## config.mk

```make
export PLATFORM = sky130hd
export DESIGN_NAME = skinny_sbox_layer_sched_d1
export DESIGN_NICKNAME = d
export VERILOG_FILES = /design/src/rtl/skinny_sbox_layer_sched_d1.sv
export SDC_FILE = /design/constraint.sdc
export NUM_CORES = 1
export LEC_CHECK = 0
export BUFFER_PORTS_ARGS = -buffer_cell sky130_fd_sc_hd__clkbuf_2
export CORE_MARGIN = 5
export CORE_UTILIZATION = 51
export DETAILED_ROUTE_END_ITERATION = 10
export PLACE_DENSITY = 0.81
export SLEW_MARGIN = 20
export SYNTH_ARGS = -nofsm -noshare
export SYNTH_HDL_FRONTEND = slang
export SYNTH_SLANG_ARGS = --single-unit
```

## constraint.sdc

```tcl
create_clock -name clk -period 3.2 [get_ports clk]
set_input_delay 0 -clock clk [delete_from_list [all_inputs] [get_ports clk]]
set_output_delay 0 -clock clk [all_outputs]
set_load 0.05 [all_outputs]
```

## src/rtl/skinny_sbox_layer_sched_d1.sv

```systemverilog
// ---------------------------------------------------------------------------
// skinny_sbox_layer_sched_d1
//
// Applies one shared first-order masked Skinny-64 S-box instance to every
// nibble of a two-share state. The nibbles are processed one at a time. For
// each nibble the block:
//   1. fetches a 21-bit fresh random word,
//   2. arms the S-box with a one-cycle controller reset,
//   3. holds the S-box inputs stable until the S-box raises its Synch pulse,
//   4. writes the S-box result shares back into the same nibble position.
// This trades latency for area. Share 0 and share 1 are never combined.
// Every register and every mux handles one share only.
//
// Ports
//   clk, rst               clock; synchronous active-high reset
//   start / ready          layer request handshake (accept = start && ready)
//   in_s0, in_s1           input state shares, sampled on accept
//   out_s0, out_s1         result shares, valid while out_valid
//   out_valid / out_ready  result handshake
//   err                    sticky timeout flag, cleared by the next accept
//   rnd_in / rnd_valid     fresh randomness source
//   rnd_ready              the block consumes rnd_in this cycle if rnd_valid
//   sb_x_s0, sb_x_s1       registered S-box input shares
//   sb_fresh               registered S-box randomness
//   sb_rst                 S-box controller reset (rst OR arming cycle)
//   sb_synch               S-box result-valid pulse
//   sb_y_s0, sb_y_s1       S-box output shares
// ---------------------------------------------------------------------------
module skinny_sbox_layer_sched_d1 #(
    parameter int NIBBLES = 16,
    parameter int TIMEOUT = 15
) (
    input  logic                   clk,
    input  logic                   rst,
    input  logic                   start,
    output logic                   ready,
    input  logic [4*NIBBLES-1:0]   in_s0,
    input  logic [4*NIBBLES-1:0]   in_s1,
    output logic [4*NIBBLES-1:0]   out_s0,
    output logic [4*NIBBLES-1:0]   out_s1,
    output logic                   out_valid,
    input  logic                   out_ready,
    output logic                   err,
    input  logic [20:0]            rnd_in,
    input  logic                   rnd_valid,
    output logic                   rnd_ready,
    output logic [3:0]             sb_x_s0,
    output logic [3:0]             sb_x_s1,
    output logic [20:0]            sb_fresh,
    output logic                   sb_rst,
    input  logic                   sb_synch,
    input  logic [3:0]             sb_y_s0,
    input  logic [3:0]             sb_y_s1
);

    localparam int W     = 4 * NIBBLES;
    localparam int IDX_W = (NIBBLES > 1) ? $clog2(NIBBLES) : 1;
    localparam int CNT_W = (TIMEOUT > 1) ? $clog2(TIMEOUT + 1) : 1;

    localparam logic [IDX_W-1:0] LAST_IDX  = IDX_W'(NIBBLES - 1);
    // The counter holds the number of WAIT cycles already completed. The
    // timeout therefore fires during the TIMEOUT-th WAIT cycle.
    localparam logic [CNT_W-1:0] CNT_LIMIT = CNT_W'(TIMEOUT - 1);

    localparam logic [2:0] ST_IDLE  = 3'd0;
    localparam logic [2:0] ST_FETCH = 3'd1;
    localparam logic [2:0] ST_ARM   = 3'd2;
    localparam logic [2:0] ST_WAIT  = 3'd3;
    localparam logic [2:0] ST_DONE  = 3'd4;

    logic [2:0]       state;
    logic [2:0]       state_nxt;
    logic [IDX_W-1:0] idx;
    logic [CNT_W-1:0] wait_cnt;
    logic [W-1:0]     work_s0;
    logic [W-1:0]     work_s1;
    logic             err_q;
    logic [3:0]       x_s0_q;
    logic [3:0]       x_s1_q;
    logic [20:0]      fresh_q;

    logic             accept;
    logic             fetch_go;
    logic             synch_hit;
    logic             timed_out;
    logic             last_nib;
    logic [IDX_W+1:0] nib_lsb;

    // Event decode. sb_synch counts only in WAIT. In the final WAIT cycle a
    // Synch pulse takes priority over the timeout.
    assign accept    = (state == ST_IDLE) && start;
    assign fetch_go  = (state == ST_FETCH) && rnd_valid;
    assign synch_hit = (state == ST_WAIT) && sb_synch;
    assign timed_out = (state == ST_WAIT) && !sb_synch && (wait_cnt == CNT_LIMIT);
    assign last_nib  = (idx == LAST_IDX);
    assign nib_lsb   = {idx, 2'b00};

    always_comb begin
        state_nxt = state;
        case (state)
            ST_IDLE: begin
                if (start) begin
                    state_nxt = ST_FETCH;
                end
            end
            ST_FETCH: begin
                if (rnd_valid) begin
                    state_nxt = ST_ARM;
                end
            end
            ST_ARM: begin
                state_nxt = ST_WAIT;
            end
            ST_WAIT: begin
                if (sb_synch) begin
                    state_nxt = last_nib ? ST_DONE : ST_FETCH;
                end else if (wait_cnt == CNT_LIMIT) begin
                    state_nxt = ST_IDLE;
                end
            end
            ST_DONE: begin
                if (out_ready) begin
                    state_nxt = ST_IDLE;
                end
            end
            default: begin
                state_nxt = ST_IDLE;
            end
        endcase
    end

    always_ff @(posedge clk) begin
        if (rst) begin
            state <= ST_IDLE;
        end else begin
            state <= state_nxt;
        end
    end

    always_ff @(posedge clk) begin
        if (rst) begin
            idx <= '0;
        end else if (accept) begin
            idx <= '0;
        end else if (synch_hit && !last_nib) begin
            idx <= idx + IDX_W'(1);
        end
    end

    always_ff @(posedge clk) begin
        if (rst) begin
            wait_cnt <= '0;
        end else if (state == ST_ARM) begin
            wait_cnt <= '0;
        end else if ((state == ST_WAIT) && !sb_synch && !timed_out) begin
            wait_cnt <= wait_cnt + CNT_W'(1);
        end
    end

    // Working shares. A timeout discards the partially processed state so
    // that no half-substituted value stays in the block.
    always_ff @(posedge clk) begin
        if (rst) begin
            work_s0 <= '0;
            work_s1 <= '0;
        end else if (accept) begin
            work_s0 <= in_s0;
            work_s1 <= in_s1;
        end else if (timed_out) begin
            work_s0 <= '0;
            work_s1 <= '0;
        end else if (synch_hit) begin
            work_s0[nib_lsb +: 4] <= sb_y_s0;
            work_s1[nib_lsb +: 4] <= sb_y_s1;
        end
    end

    always_ff @(posedge clk) begin
        if (rst) begin
            err_q <= 1'b0;
        end else if (accept) begin
            err_q <= 1'b0;
        end else if (timed_out) begin
            err_q <= 1'b1;
        end
    end

    // S-box operands are loaded only on the FETCH->ARM edge. They stay
    // frozen through ARM and WAIT, which the clock-gated HPC2 S-box requires.
    // Each fresh word is therefore used for exactly one nibble.
    always_ff @(posedge clk) begin
        if (rst) begin
            x_s0_q  <= '0;
            x_s1_q  <= '0;
            fresh_q <= '0;
        end else if (fetch_go) begin
            x_s0_q  <= work_s0[nib_lsb +: 4];
            x_s1_q  <= work_s1[nib_lsb +: 4];
            fresh_q <= rnd_in;
        end
    end

    assign ready     = (state == ST_IDLE);
    assign rnd_ready = (state == ST_FETCH);
    assign out_valid = (state == ST_DONE);
    assign err       = err_q;
    assign sb_x_s0   = x_s0_q;
    assign sb_x_s1   = x_s1_q;
    assign sb_fresh  = fresh_q;
    // The S-box controller is held in reset whenever this block is reset,
    // not only during the arming cycle.
    assign sb_rst    = rst | (state == ST_ARM);
    // The outputs are gated so that no working-share data is visible
    // outside DONE.
    assign out_s0    = out_valid ? work_s0 : '0;
    assign out_s1    = out_valid ? work_s1 : '0;

endmodule

```

After elaboration in Yosys (flattened, before gate mapping)
Index checks and enable logic that the tools add are counted.
- input bits: 163
- word-level logic and storage cells: 60
- flip-flop bits (word level): 169
- output and inout bits: 162
- shifts and indexed selects: 5
- add/subtract/negate cells: 3
- reductions and logical operators: 15
- bitwise logic cells: 1
- mux-type cells: 17
- equal/unequal tests: 10
- operators by type and width (cell ; number):
    $mux 64 ; 8
    $bwmux 64 ; 2
    $shiftx 4x8->64 ; 2
    $shiftx 64x7->4 ; 2
    $shift 4x8->64 const A ; 1
    $mux 3 ; 6
    $pmux 3 s5 ; 1
    $add 4x1->4 const B ; 2
    $eq 4x4->1 const B ; 2
    $neg 6->8 ; 1
    $logic_and 1x1->1 ; 7
    $eq 3x2->1 const B ; 2
    $ne 2x2->1 const B ; 2
    $reduce_and 4->1 ; 1
    $reduce_or 2->1 ; 2
    $eq 3x1->1 const B ; 1
    $eq 3x3->1 const B ; 1
    $logic_not 1->1 ; 3
    $logic_not 3->1 ; 1
    $ne 3x3->1 const B ; 1
    $reduce_bool 3->1 ; 1
    $ne 2x1->1 const B ; 1
    $or 1x1->1 ; 1

Logic depth before layout (Yosys ltp)
Gate-level depths: netlist of the first run.
- depth after elaboration: 6
- depth in mapped cells: 11
- depth with buffers taken out: 7

Least setup slack after synthesis of the first run
No wires, ideal clock.
- path kind: register to register
- from: register state[0]
- to: register x_s0_q[2], in the netlist sb_x_s0[2]
- clock period less this slack: 2.920 ns
- path slack: 0.280 ns
- buffers on the path: 2
- setup time: 0.065 ns
- arrival time: 2.855 ns
- cell stages (with the launch flop): 8
- required time: 3.135 ns
- cells stage by stage: dfxtp_1 buf_2 nor3b_1 nand2_1 clkbuf_1 a21oi_1 a21oi_1 nor2_1
- word-level cells in the longest chain between the ends: 2
- RTL lines (what ; RTL line ; source):
    start, declared ; 71 ; logic [2:0] state;
    start signal, assigned ; 136 ; state <= state_nxt;
    $eq 3x1->1 ; - ;
    net rnd_ready ; 46 ; output logic rnd_ready,
    $logic_and 1x1->1 ; 92 ; assign fetch_go = (state == ST_FETCH) && rnd_valid;
    end signal, assigned ; 197 ; x_s0_q <= work_s0[nib_lsb +: 4];
    end, declared ; 78 ; logic [3:0] x_s0_q;
The timed path passes the listed nets, and every way through them passes these cells.
A chain may end at the register's enable or synchronous reset.

Final worst setup path of the first run
- from: register idx[0]
- to: register work_s0[59]
- word-level cells in the longest chain between the ends: 6
- elaborated cells on any way between the ends: 7
- those cells by class: add/sub: 1; shift: 2; mux: 4
- RTL lines (what ; RTL line ; source):
    start, declared ; 73 ; logic [IDX_W-1:0] idx;
    start signal, assigned ; 146 ; idx <= idx + IDX_W'(1);
    $neg 6->8 * ; 173 ; work_s0[nib_lsb +: 4] <= sb_y_s0;
    $shiftx 4x8->64 / $shift 4x8->64 (equally long branches) ; 173 ;
    $bwmux 64 * ; 173 ;
    $mux 64 * ; 172 ; end else if (synch_hit) begin
    $mux 64 * ; 169 ; end else if (timed_out) begin
    $mux 64 * ; 166 ; end else if (accept) begin
    end signal, assigned ; 167 ; work_s0 <= in_s0;
    end signal, assigned by index ; 173 ;
    end, declared ; 75 ; logic [W-1:0] work_s0;
Mark *: on every way between the ends. The rest lies on a longest branch, timed or not. The select of a mux whose other input is x is not followed.

==> results of run 1 <==
-- logic make-up after synthesis --
logic type               count (synthesis)
AND/OR/NAND/NOR                        550
AO/OA/AOI/OAI                          258
buffers and inverters                  113
XOR/XNOR                                 8
flip-flops                             169
adder cells (fa/ha/maj)                  7
multiplexers                            33
-- worst min-delay path by stage --
stage,slack [ns],depth (start not counted),endpoint
after global placement,0.23,3,sb_fresh[2]$_SDFFE_PP0P_
after detailed placement,0.23,3,sb_fresh[12]$_SDFFE_PP0P_
after CTS,0.003,4,err$_SDFFE_PP0P_
after floorplan,0.14,2,sb_fresh[0]$_SDFFE_PP0P_
after global routing,0.009,3,work_s0[42]$_SDFFE_PP0P_
final,0.01,3,work_s0[42]$_SDFFE_PP0P_
-- flip-flops by register name, indices dropped and copies added, names as in the netlist --
signal and count:
work_s1 64, err 1, sb_x_s0 4, state 3, idx 4, sb_x_s1 4, wait_cnt 4, sb_fresh 21
work_s0 64
-- routing by layer --
metal	up-vias	GRT usage, %	part of all wire, %
li1	5066	-	-
met1	5410	46.0	35
met2	1068	60.2	45
met3	280	9.99	12
met4	0	23.6	7.1
met5	-	0	0
-- cell type report --
cell class	instances	area [um2]
Antenna cell	1	2.50
Clock buffer	22	464
Clock inverter	10	141
Fill cell	1322	5240
Inverter	6	22.5
Multi-Input combinational cell	856	5770
Sequential cell	169	3390
Tap cell	234	293
Timing Repair Buffer	497	3320
-- timing repair --
action / CTS / global route
hold endpoints to repair: 149 / 0
hold buffers: 149 / 0
endpoints found under the setup margin: 0 / 0
-- synthesized netlist by cell type (5+ instances only) --
| master | instances | area share [%] |
|---|---|---|
| nand3_1 | 8 | 0.42 |
| clkbuf_1 | 69 | 2.7 |
| a221oi_1 | 65 | 5.9 |
| xnor2_1 | 6 | 0.55 |
| nand4_1 | 28 | 1.8 |
| mux4_2 | 32 | 7.5 |
| a311oi_1 | 24 | 2.2 |
| buf_1 | 5 | 0.19 |
| a21o_1 | 5 | 0.39 |
| dfxtp_1 | 169 | 35 |
| buf_4 | 6 | 0.47 |
| o31a_1 | 5 | 0.45 |
| a211oi_1 | 34 | 2.7 |
| a22oi_1 | 16 | 1.2 |
| nor3_1 | 121 | 6.3 |
| a21oi_1 | 50 | 2.6 |
| nand2_1 | 93 | 3.6 |
| nor2b_1 | 8 | 0.52 |
| inv_1 | 6 | 0.23 |
| a32oi_1 | 8 | 0.73 |
| and2_1 | 133 | 8.6 |
| a31oi_1 | 6 | 0.39 |
| o221a_2 | 7 | 0.82 |
| nor2_1 | 130 | 5.1 |
| ha_1 | 7 | 0.91 |
| buf_2 | 25 | 1.3 |
| a221oi_2 | 8 | 1.2 |
-- critical path, stage by stage, from the launching register on --
cell and delay [ns]:
dfxtp_2 0.34, inv_1 0.13, ha_1 0.32, nor2b_1 0.53, a21oi_1 0.35, o31ai_2 0.78
nor2_1 0.16, nor3_1 0.21
-- power groups by stage --
stage	logic (mW)	registers, mW	clock network [mW]
floorplan	0.700	2.50	0
global placement	1.06	2.52	0
detailed placement	1.08	2.53	0
CTS	1.24	2.48	2.16
global route	1.37	2.51	2.26
finish	1.29	2.51	2.17
==> impl_metrics.ini, run 1 <==
[critical_path]
crit_arrival_ns = 3.26
crit_end = work_s0[59]$_SDFFE_PP0P_
crit_required_ns = 3.55
start_kind = register
reg2reg_to = work_s0[59]$_SDFFE_PP0P_
r2r_cells = 7
rrSetupSlack_ns = 0.30
crit_path_end_kind = register
r2r-start = idx[0]$_SDFFE_PP0P_
worstSetupPathType = reg -> reg
path_max_fanout = 9
cp-startpoint = idx[0]$_SDFFE_PP0P_

[power_and_ir_drop]
peakVddDrop_mv = 0.384
swShare_pct = 30.9
power.switching_mw = 1.85
power_leakage_nw = 5.53
p_per_area_nw_per_um2 = 445
combPwrFrac_pct = 21.6
p_int_mw = 4.12
total_power_mw = 5.96
clkPwrFrac_pct = 36.4
p_seq_share_pct = 42.0

[final_layout]
fin_cells = 1795
final_common_cell = clkbuf_2
drive_gt1_share_pct = 29.0
design_area_um2 = 13400
utilization_pct = 71.9
fin_nets = 1717
layout_common_cells = 323 x clkbuf_2, 166 x dfxtp_1, 149 x dlygate4sd3_1
area_growth_pct = 39.2

[die]
core-area_um2 = 18600
die-area_um2 = 21700
start_util_pct = 51.6
die_x_um = 147
pin_count = 325
die_height_um = 147
placementRows = 50

[yosys]
synthArstFlopShare_pct = 0
synth_xor_area_share_pct = 0.728
synthAdderAreaFrac_pct = 0.910
synth_compound_area_share_pct = 21.5
synth.net_count = 1308
synth_ff_type = dfxtp_1
ys_seq_area_share_pct = 35.1
ys_types = 63
synth_top_family_by_area = simple AND/OR/NAND/NOR gates
synth_mux_area_share_pct = 7.59
synthesis.area_um2 = 9630
yosys.area_share.simple_pct = 29.0
synth_edf_count = 0
syn_area_per_cell_um2 = 8.46
synth_cells = 1138
yosys_warnings = 0
synth_seq_cells = 169

[timing]
drv_slew = 0
tns_ns = 0
finClkSkew_ns = 0.0101
period_needed_ns = 2.90
setup_viol = 0
hold_slack_ns = 0.0106
max_slew.worst_pin.slew_ns = 1.16
slew-limit-headroom_pct = 22.0
rsz0062_at_grt = no
fin_crit_sh_pct = 90.7
hold_viol_final = 0
fmax_ghz = 0.344
fin_ws_ns = 0.297

[global_route]
grt_remaining_overflow = 0
grt_pass1_vias = 11622
grt_pass1_wl_mm = 65.3
antenna_found_initial = 1
grt_use_total_pct = 37.9
grt_max_degree = 134

[clocking]
numCtsBuffers = 17
clkSinkCount = 169
cts_resized = 0
cts_tree = yes
clkLatencyLatePin_ns = 0.44
cts_buffer_depth = 2
clk_pin_slew_ns = 0.07
cts_setup_buffers = 0
htreeDepth = 4
cts_root_buf = clkbuf_16

[routing]
wirelength_mm = 42.5
wl_per_cell_um = 23.7
ant_nets = 0
vias_per_cell = 6.59
drc = 0
num_vias = 11824
first_pass_iters = 9
drtIter0Drc = 1526

[flow_run]
drv_cap = 0

[hold_path]
hold_class = in -> reg
holdCritStartpoint = in_s0[42]

[place]
gp_congestion = 0.929
io_buffers = 324
place_hpwl_mm = 27.6
place_ws_ns = 0.594
placed_cells = 1613
dpl-instance-area_um2 = 11300

[status]
status = complete, no violations
Power figures use the tool's default switching activity.
==> run 2: changes to the inputs <==
SETUP_SLACK_MARGIN = 0.4   (was unset)
==> run 2 against run 1 <==
Clock-buffer cell count unchanged; sequential power about the same; utilization up 0.36 points; total power down 2.2%; critical endpoint is now work_s0[28]$_SDFFE_PP0P_; highest routed layer unchanged.
==> impl_metrics.ini, run 2 (synthesis gave the netlist of run 1 again) <==
[status]
status = complete, no violations

[clocking]
cts_root_buf = clkbuf_16
cts_buffer_depth = 2
clk_pin_slew_ns = 0.07
clkSinkCount = 169
numCtsBuffers = 17
cts_tree = yes
clkLatencyLatePin_ns = 0.44
htreeDepth = 4

[final_layout]
final_common_cell = clkbuf_2
layout_common_cells = 323 x clkbuf_2, 166 x dfxtp_1, 149 x dlygate4sd3_1
drive_gt1_share_pct = 29.7
fin_cells = 1801
fill_cells = 1318
area_growth_pct = 39.9
fin_nets = 1723

[critical_path]
r2r_cells = 5
crit_arrival_ns = 3.10
crit_path_end_kind = register
rrSetupSlack_ns = 0.39
path_max_fanout = 15
worstSetupPathType = reg -> reg
crit_required_ns = 3.49
start_kind = register

[routing]
drc = 0
first_pass_iters = 8
vias_per_cell = 6.60
wirelength_mm = 42.5
num_vias = 11885
ant_nets = 0
drtIter0Drc = 1579
wl_per_cell_um = 23.6

[global_route]
grt.met2_usage_pct = 62.0
grt_pass1_wl_mm = 64.8
grt_remaining_overflow = 0
grt_use_met3_pct = 8.52
met1_usage_pct = 45.0
grt_pass1_vias = 11752
grt.busiest_layer = met2
antenna_found_initial = 0
grt_use_total_pct = 37.5
grt_max_degree = 134

[power_and_ir_drop]
peakVddDrop_mv = 0.371
power_leakage_nw = 5.54
p_per_area_nw_per_um2 = 433

[timing]
max_slew.worst_pin.slew_ns = 0.945
finClkSkew_ns = 0.00894
period_needed_ns = 2.81
fin_crit_sh_pct = 87.8
drv_slew = 0
setup_viol = 0
slew-limit-headroom_pct = 37.0
rsz0062_at_grt = yes
tns_ns = 0
fmax_ghz = 0.356
hold_viol_final = 0

[hold_path]
min_path_cells = 3
hold_class = in -> reg

[die]
die_x_um = 147
core-area_um2 = 18600
placementRows = 50
pin_count = 325
start_util_pct = 51.6
die-area_um2 = 21700
die_height_um = 147

[place]
io_buffers = 324
gp_congestion = 0.943
placed_cells = 1611
place_hpwl_mm = 27.3

[flow_run]
drv_cap = 0
run 2: report_power, final:
group / internal (mW) / leakage, nW / total [mW] / switching [mW]
Clock: 1.11 / 0.259 / 2.01 / 0.900
Sequential: 2.30 / 1.39 / 2.50 / 0.196
Combinational: 0.560 / 3.89 / 1.32 / 0.762
Total: 3.98 / 5.54 / 5.83 / 1.86
run 2: path summary, 6_finish.rpt:
kind,start,endpoint
setup / recovery,state[0]$_SDFFE_PP0P_,work_s0[28]$_SDFFE_PP0P_
hold / removal,in_s0[59],work_s0[59]$_SDFFE_PP0P_
setup reg to reg,state[0]$_SDFFE_PP0P_,work_s0[28]$_SDFFE_PP0P_
hold reg to reg,sb_fresh[20]$_SDFFE_PP0P_,sb_fresh[20]$_SDFFE_PP0P_
run 2: layer usage:
metal | up-vias | wire (um)
li1 | 5067 | -
met1 | 5476 | 14800
met2 | 1067 | 19700
met3 | 275 | 5070
met4 | 0 | 2870
met5 | - | 0
run 2: metrics by stage:
step	instance area [um2]	total power [mW]	util [%]	setup slack (ns)	hold WS [ns]
after floorplan	9630	3.20	-	0.636	0.136
after global placement	11300	3.58	60.6	0.564	0.226
after detailed placement	11300	3.62	60.6	0.486	0.232
after CTS	13300	5.73	71.6	0.431	0.0197
after global routing	13500	6.01	72.2	0.306	0.0223
final	13500	5.83	72.2	0.389	0.00765
run 2: timing repair:
| action | in CTS | in global routing |
|---|---|---|
| buffers inserted | 0 | 8 |
| resized for setup | 0 | 9 |
| endpoints found under the setup margin | 0 | 46 |
| hold endpoints to repair | 149 | 0 |
| hold buffers | 149 | 0 |
run 2: critical path, stage by stage (launching register included):
cell and delay, ns:
dfxtp_1 0.65, and4b_2 0.51, and2_1 0.56, a21oi_1 0.40
a211oi_1 0.42, nor3_1 0.12
run 2: area by class of cell:
class / count / area, um2 / share of cell area [%]
diodes: 1 / 2.50 / 0.0186
clock buffers: 22 / 464 / 3.45
clock inverters: 10 / 95.1 / 0.706
inverters: 6 / 22.5 / 0.167
multi-input cells: 856 / 5820 / 43.2
flip-flops and latches: 169 / 3390 / 25.2
well taps: 234 / 293 / 2.17
repair buffers: 503 / 3380 / 25.1
